`src/rtl/mdu_iter.sv`:
```
// rtl/mdu_iter.sv - iterative MULT/MULTU/DIV/DIVU unit with start/busy/done handshake; MDU_EARLY_TERM_EN enables early multiply exit
module mdu_iter #(
    parameter int WIDTH = 32
) (
    input  logic             clock,
    input  logic             reset,
    input  logic             start,
    input  logic             cancel,
    input  logic [1:0]       op,
    input  logic [WIDTH-1:0] a,
    input  logic [WIDTH-1:0] b,
    output logic             busy,
    output logic             done,
    output logic [WIDTH-1:0] hi,
    output logic [WIDTH-1:0] lo,
    output logic             div_by_zero
);

    localparam int CW = $clog2(WIDTH + 1);

    typedef enum logic [1:0] {S_IDLE, S_CALC, S_FIX} state_t;

    state_t             state, state_nx;
    logic               load, step, write, calc_last;

    logic               is_div_q, neg_q, neg_r, dz_q;
    logic [WIDTH-1:0]   a_raw;
    logic [WIDTH-1:0]   mq;
    logic [2*WIDTH-1:0] acc, mcand;
    logic [CW-1:0]      count;

    logic               a_neg, b_neg;
    logic [WIDTH-1:0]   mag_a, mag_b;
    logic [WIDTH:0]     shifted, diff;
    logic [2*WIDTH-1:0] div_next, prod_fix;
    logic [WIDTH-1:0]   quot_fix, rem_fix;

    // Operand magnitudes: -2^(W-1) maps to the same unsigned pattern, which is exact.
    always_comb begin
        a_neg = ~op[0] & a[WIDTH-1];
        b_neg = ~op[0] & b[WIDTH-1];
        mag_a = a_neg ? -a : a;
        mag_b = b_neg ? -b : b;
    end

    // acc holds {remainder, quotient} for divide; mq holds the divisor during divide.
    always_comb begin
        shifted  = {acc[2*WIDTH-1:WIDTH], acc[WIDTH-1]};
        diff     = shifted - {1'b0, mq};
        div_next = diff[WIDTH] ? {shifted[WIDTH-1:0], acc[WIDTH-2:0], 1'b0}
                               : {diff[WIDTH-1:0],    acc[WIDTH-2:0], 1'b1};
        prod_fix = neg_q ? -acc : acc;
        quot_fix = neg_q ? -acc[WIDTH-1:0] : acc[WIDTH-1:0];
        rem_fix  = neg_r ? -acc[2*WIDTH-1:WIDTH] : acc[2*WIDTH-1:WIDTH];
    end

    always_comb begin
        calc_last = (count == CW'(WIDTH - 1));
`ifdef MDU_EARLY_TERM_EN
        if (!is_div_q && ((mq >> 1) == '0))
            calc_last = 1'b1;
`endif
    end

    always_ff @(posedge clock) begin
        if (reset)
            state <= S_IDLE;
        else
            state <= state_nx;
    end

    always_comb begin
        state_nx = state;
        case (state)
            S_IDLE:  if (start && !cancel) state_nx = S_CALC;
            S_CALC:  if (cancel) state_nx = S_IDLE;
                     else if (calc_last) state_nx = S_FIX;
            S_FIX:   state_nx = S_IDLE;
            default: state_nx = S_IDLE;
        endcase
    end

    always_comb begin
        busy  = (state == S_CALC) || (state == S_FIX);
        load  = (state == S_IDLE) && start && !cancel;
        step  = (state == S_CALC) && !cancel;
        write = (state == S_FIX) && !cancel;
    end

    always_ff @(posedge clock) begin
        if (reset) begin
            done        <= 1'b0;
            hi          <= '0;
            lo          <= '0;
            div_by_zero <= 1'b0;
            is_div_q    <= 1'b0;
            neg_q       <= 1'b0;
            neg_r       <= 1'b0;
            dz_q        <= 1'b0;
            a_raw       <= '0;
            mq          <= '0;
            acc         <= '0;
            mcand       <= '0;
            count       <= '0;
        end else begin
            done <= write;
            if (load) begin
                is_div_q <= op[1];
                neg_q    <= a_neg ^ b_neg;
                neg_r    <= a_neg;
                dz_q     <= op[1] && (b == '0);
                a_raw    <= a;
                mq       <= mag_b;
                mcand    <= {{WIDTH{1'b0}}, mag_a};
                acc      <= op[1] ? {{WIDTH{1'b0}}, mag_a} : '0;
                count    <= '0;
            end
            if (step) begin
                count <= count + 1'b1;
                if (is_div_q) begin
                    acc <= div_next;
                end else begin
                    if (mq[0])
                        acc <= acc + mcand;
                    mcand <= mcand << 1;
                    mq    <= mq >> 1;
                end
            end
            if (write) begin
                if (dz_q) begin
                    hi          <= a_raw;
                    lo          <= '1;
                    div_by_zero <= 1'b1;
                end else if (is_div_q) begin
                    hi          <= rem_fix;
                    lo          <= quot_fix;
                    div_by_zero <= 1'b0;
                end else begin
                    hi          <= prod_fix[2*WIDTH-1:WIDTH];
                    lo          <= prod_fix[WIDTH-1:0];
                    div_by_zero <= 1'b0;
                end
            end
        end
    end

endmodule
```
`config.mk`:
```
export PLATFORM = sky130hd
export DESIGN_NAME = mdu_iter
export DESIGN_NICKNAME = d
export VERILOG_FILES = /design/src/rtl/mdu_iter.sv
export SDC_FILE = /design/constraint.sdc
export NUM_CORES = 1
export LEC_CHECK = 0
export BUFFER_PORTS_ARGS = -buffer_cell sky130_fd_sc_hd__clkbuf_2
export CAP_MARGIN = 20
export CORE_MARGIN = 2
export CORE_UTILIZATION = 28
export DETAILED_ROUTE_END_ITERATION = 6
export PLACE_DENSITY = 0.5
export SYNTH_ARGS = -nofsm -noshare
export SYNTH_HDL_FRONTEND = slang
export SYNTH_SLANG_ARGS = --single-unit
```
`constraint.sdc`:
```
create_clock -name clock -period 5.95 [get_ports clock]
set_clock_uncertainty 0.05 [all_clocks]
set_input_delay 0.595 -clock clock [delete_from_list [all_inputs] [get_ports clock]]
set_output_delay 0.595 -clock clock [all_outputs]
set_load 0.02 [all_outputs]
```
==> impl_metrics.ini, run 1 <==
[outcome]
status = completed

[global_routing]
first_global_vias = 19101
overflow = 0
grt_max_degree = 102
grt_pass1_wl_um = 117700
antenna_found_initial = 2
grt_usage_pct = 21.16

[clock_network]
worstSkewPairLatency_ns = 0.57
h-tree-depth = 2
cts_hold_buf = 0
cts.clk_slew.worst_paths_ns = 0.06
postCtsSetupBuffers = 0
root_buffer = clkbuf_16
cts.sinks = 270
cts_buffer_depth = 3
cts_buffers = 36
cts_resized = 0
cts_tree = yes

[sta]
worst_pin_slew_ns = 1.036
tns_ns = 0
post-route-period-util_pct = 74.06
drv_slew = 0
rsz0062_at_grt = false
hold_viol_final = 0
timing.slew.headroom_pct = 29.93
fmax_ghz = 0.2269
finalSetupViolCount = 0
period_needed_ns = 4.406

[worst_setup_path]
crit_type = register to register
arrival_ns = 4.76
rrSetupSlack_ns = 1.54
crit_path_end_kind = register
worst_ep_required_time_ns = 6.31
start_kind = register
path_max_fanout = 22

[synthesis]
yosysTopAreaCellShare_pct = 27.71
synth_edf_count = 0
ys_seq_area_share_pct = 27.71
synth_fp_nets = 2807
async_flop_share_pct = 0
synth-seq-cells = 270
synth_common_cells = nor2_1 (335), a21oi_1 (305), dfxtp_1 (270)
syn_avg_cell_area_um2 = 7.412
ys_top_cells_by_area = dfxtp_1 (28%), a21oi_1 (7.8%), ha_1 (6.6%)
syn_inst = 2632
synthFlopType = dfxtp_1
synth_warnings = 0
yosysUniqueCellTypes = 85
synthMostInstantiatedCell = nor2_1
netlist_area_um2 = 19510
yosys.area.top_type = dfxtp_1

[finish]
multiInputGateArea_um2 = 13180
seq_area_um2 = 5406
drive_gt1_share_pct = 9.836
syn_to_final_growth_pct = 13.77
fill_cells = 7416
final_nets = 2832
layout.cells.non_filler = 3616

[power]
total_leakage_power_uw = 0.008643
worst_ir_drop_vdd_v = 0.0001547
power.density_nw_per_um2 = 239.9

[detailed_routing]
num_vias = 20357
via_per_inst = 5.630
drt-pass1-iter-count = 7
routed_wl_um = 78120
antenna_left = 0
route.detailed.drc = 0
post_drt_wl_per_cell_um = 21.60
initialDrtViolationCount = 1982

[place]
dp_cells = 3549
hpwl_um = 58400
io_buffers = 136
finalWeightedCongestion = 0.9178

[floorplanning]
row_count = 96
io_pins = 137
core_region_area_um2 = 68830
initial_core_util_pct = 28.34
die_area_um2 = 71800
die_h_um = 268.0
fp.dieW_um = 268.0

[run]
drv_cap = 0

[hold_path]
hp-class = input port to register
## layer usage
metal | vias up | part of all wire (%) | global-route usage [%]
li1 | 9648 | - | -
met1 | 9857 | 47 | 30.32
met2 | 744 | 44 | 33.17
met3 | 106 | 6.7 | 2.923
met4 | 2 | 2.3 | 5.466
met5 | - | 0.015 | 0
## path summary, 6_finish.rpt
check             cells after the start                endpoint                    from
setup / recovery                     14      acc[44]$_SDFF_PP0_        mq[0]$_SDFF_PP0_
hold reg to reg                       2  a_raw[22]$_SDFFE_PP0P_  a_raw[22]$_SDFFE_PP0P_
hold / removal                        3   a_raw[1]$_SDFFE_PP0P_                    a[1]
setup reg to reg                     14      acc[44]$_SDFF_PP0_        mq[0]$_SDFF_PP0_
## state kept, by name (all words and copies together), names as in the netlist, 2 cells and up
signal and count:
a_raw 32, lo 32, mq 32, hi 32, state 2, acc 64, count 6, mcand 64
## stage by stage
step / hold slack, ns / util, % / setup slack, ns / area [um2] / total power, uW
2_1_floorplan: 0.3811 / - / 2.544 / 19510 / 2694
3_3_place_gp: 0.3930 / 30.42 / 1.654 / 20930 / 3013
3_5_place_dp: 0.3922 / 30.42 / 1.599 / 20930 / 3021
4_1_cts: 0.2510 / 32.22 / 1.598 / 22180 / 5365
5_1_grt: 0.2667 / 32.24 / 1.252 / 22190 / 5545
6_report: 0.2722 / 32.25 / 1.544 / 22200 / 5324
## final cells by class
type / count / area share [%]
Clock inverter: 11 / 0.7498
Antenna cell: 1 / 0.01127
Timing Repair Buffer: 163 / 4.104
Inverter: 76 / 1.285
Tap cell: 931 / 5.248
Clock buffer: 54 / 4.859
Sequential cell: 270 / 24.36
Multi-Input combinational cell: 2110 / 59.38
## cell usage in the layout, fill, tap and decap left out, types with 23 or more instances in the layout
cell type,n
buf_4,25
a222oi_1,28
a211oi_1,76
o21ai_0,151
ha_1,103
or3_1,23
nor2_1,331
xor2_1,78
clkbuf_2,135
o211ai_1,24
a22oi_1,53
nand4_1,34
nor3_1,59
nand3_1,31
a21o_1,49
o22ai_1,29
dfxtp_1,269
nand2b_1,25
a21oi_1,305
o31ai_1,30
xnor2_1,114
clkbuf_16,36
a31oi_1,37
nand2_1,264
inv_1,75
## critical path, cell delays in order (launching register included)
cell,delay (ns)
dfxtp_1,0.60
ha_1,0.27
inv_1,0.06
fa_1,0.40
a21o_1,0.25
a2111oi_4,0.41
o21ai_2,0.16
a31o_1,0.26
o21bai_1,0.16
a221o_2,0.24
xnor2_4,0.22
buf_4,0.40
mux2_1,0.36
a222oi_1,0.32
nor2_1,0.06
## report_power, final
part | switching (uW) | internal, uW
Clock | 930 | 1390
Combinational | 678 | 364
Sequential | 79.5 | 1880
## kinds of logic (layout without fill, tap and decap cells)
logic type | after synthesis | after routing | share of synthesized area (%)
muxes | 34 | 34 | 1.854
AOI/OAI and AO/OA | 897 | 897 | 29.18
other | 0 | 1 | 0
buffers and inverters | 252 | 304 | 4.990
adders and majority gates | 105 | 105 | 6.811
and+or+nand+nor | 881 | 881 | 20.75
xor gates and xnor gates | 193 | 193 | 8.703
DFF | 270 | 270 | 27.71
Power figures use the tool's default switching activity.
==> run 2: changes to the inputs <==
Settings changed: ABC_AREA set to 1.
Clock period 5.95 ns to 4.48 ns, I/O delays scaled along.
==> impl_metrics.ini, run 2 <==
[synthesis]
async_flop_share_pct = 0
synth-seq-cells = 270
yosys.area.top_type = nand2_1
syn_inst = 4380
synth_warnings = 0
synthFlopType = dfxtp_1
netlist_area_um2 = 24550
yosysTopAreaCellShare_pct = 22.18
yosysUniqueCellTypes = 48
synth_edf_count = 0
ys_seq_area_share_pct = 22.01
synth_common_cells = nand2_1 (1451), inv_1 (708), nand3_1 (398)
ys_top_cells_by_area = nand2_1 (22%), dfxtp_1 (22%), inv_1 (11%)
synthMostInstantiatedCell = nand2_1
synth_fp_nets = 4555
syn_avg_cell_area_um2 = 5.606

[detailed_routing]
routed_wl_um = 113300
antenna_left = 0
via_per_inst = 5.067
initialDrtViolationCount = 3030
drt-pass1-iter-count = 6
route.detailed.drc = 0
post_drt_wl_per_cell_um = 20.20
num_vias = 28427

[sta]
period_needed_ns = 3.132
tns_ns = 0
rsz0062_at_grt = false
finalSetupViolCount = 0
post-route-period-util_pct = 69.91
hold_viol_final = 0
drv_slew = 0
fmax_ghz = 0.3193
timing.slew.headroom_pct = 41.04
fin_worst_hold_slack_ns = 0.1258
worst_pin_slew_ns = 0.8823

[worst_setup_path]
worst_ep_required_time_ns = 4.87
arrival_ns = 3.52
crit_path_end_kind = register
path_max_fanout = 31
crit_type = register to register
start_kind = register

[run]
drv_cap = 0

[clock_network]
cts.clk_slew.worst_paths_ns = 0.06
cts_buffer_depth = 3
cts_resized = 0
h-tree-depth = 2
cts.sinks = 270
cts_hold_buf = 0
worstSkewPairLatency_ns = 0.58
cts_buffers = 38
cts_tree = yes
postCtsSetupBuffers = 0
root_buffer = clkbuf_16

[finish]
drive_gt1_share_pct = 7.276
final_core_util_pct = 31.79
syn_to_final_growth_pct = 12.47
layout_commonest_cell = nand2_1
biggestRegsByFlops = acc: 64 flops, mcand: 64 flops
stdcell_area_um2 = 27620
final_nets = 4602
fill_cells = 9898
final_cell_mix = nand2_1 (1451), inv_1 (707), nand3_1 (398)

[hold_path]
hp-class = input port to register

[power]
power.density_nw_per_um2 = 295.2
p_total_uw = 8152
worst_ir_drop_vdd_v = 0.0002399
total_leakage_power_uw = 0.01406

[floorplanning]
row_count = 108
die_area_um2 = 90080
die_h_um = 300.1
io_pins = 137
fp.dieW_um = 300.1
initial_core_util_pct = 28.26
core_region_area_um2 = 86890

[place]
hpwl_um = 90480
dpl_cell_area_um2 = 26270
finalWeightedCongestion = 0.9911
io_buffers = 136

[global_routing]
antenna_found_initial = 2
grt_usage_pct = 24.43
grt_max_degree = 159
first_global_vias = 25782
overflow = 0
grt_pass1_wl_um = 167000

[outcome]
status = completed
## run 2: cell count changes in the layout (fill, tap and decap cells not counted), moves of 45 or more
| cell | previous run | this run |
|---|---|---|
| o21ai_0 | 151 | 206 |
| nand3_1 | 31 | 398 |
| xnor2_1 | 114 | 31 |
| a211oi_1 | 76 | 2 |
| a21o_1 | 49 | 4 |
| nand2_1 | 264 | 1451 |
| inv_1 | 75 | 707 |
| a22oi_1 | 53 | 8 |
## run 2: cell families (layout without fill, tap and decap cells)
family,Yosys count,in the layout,synth area share [%]
adders and majority gates,105,105,5.411
buffers and inverters,887,960,13.97
DFF,270,270,22.01
xor gates and xnor gates,90,90,3.210
and+or+nand+nor,2348,2348,39.95
AOI/OAI and AO/OA,680,680,15.44
other,0,2,0
## run 2: report_power, final
group	leakage [uW]	total [uW]	switching, uW	internal [uW]
clock network	0.000656	3290	1280	2010
logic	0.0112	2220	1610	608
registers	0.00219	2640	111	2530
## run 2: worst paths after layout
check                         from                     to  slack (ns)  cells past startpoint
max             acc[50]$_SDFF_PP0_     acc[52]$_SDFF_PP0_        1.35                     13
min reg2reg  a_raw[0]$_SDFFE_PP0P_  a_raw[0]$_SDFFE_PP0P_        0.42                      2
max reg2reg     acc[50]$_SDFF_PP0_     acc[52]$_SDFF_PP0_        1.35                     13
min                           a[6]  a_raw[6]$_SDFFE_PP0P_        0.13                      3
## run 2: area by class of cell
class | instances | area [um2] | share of cell area (%)
timing repair buffer | 166 | 945.9 | 3.425
clock inverter | 11 | 192.7 | 0.6977
antenna | 2 | 5.005 | 0.01812
sequential | 270 | 5406 | 19.58
tap | 1155 | 1445 | 5.233
clock buffer | 55 | 1146 | 4.150
multi-input combinational | 3223 | 15740 | 56.98
inverter | 728 | 2740 | 9.922
## run 2: metal layers
metal  GRT usage [%]  up-vias  routed length [um]
li1                -    14026                   -
met1           33.18    13171               50760
met2           38.88     1038               49540
met3           2.731      188                7243
met4           10.88        4                5748
met5               0        -                  26
## run 2: through the flow
step | setup WS [ns] | cells
2_1_floorplan | 2.167 | 4380
3_3_place_gp | 1.551 | 5542
3_5_place_dp | 1.437 | 5542
4_1_cts | 1.414 | 5608
5_1_grt | 1.093 | 5608
6_report | 1.348 | 5610
## run 2: critical path, stage by stage (launching register included)
cell and delay [ns]:
dfxtp_1 0.69, ha_1 0.41, a21oi_1 0.23, nand2_1 0.13, nand2_1 0.08, nand2_1 0.08
a21oi_2 0.23, nand3_1 0.12, nand2_2 0.54, nand2_1 0.12, nand3_1 0.12, nand2_1 0.05
nor2_1 0.10, nor2_1 0.04
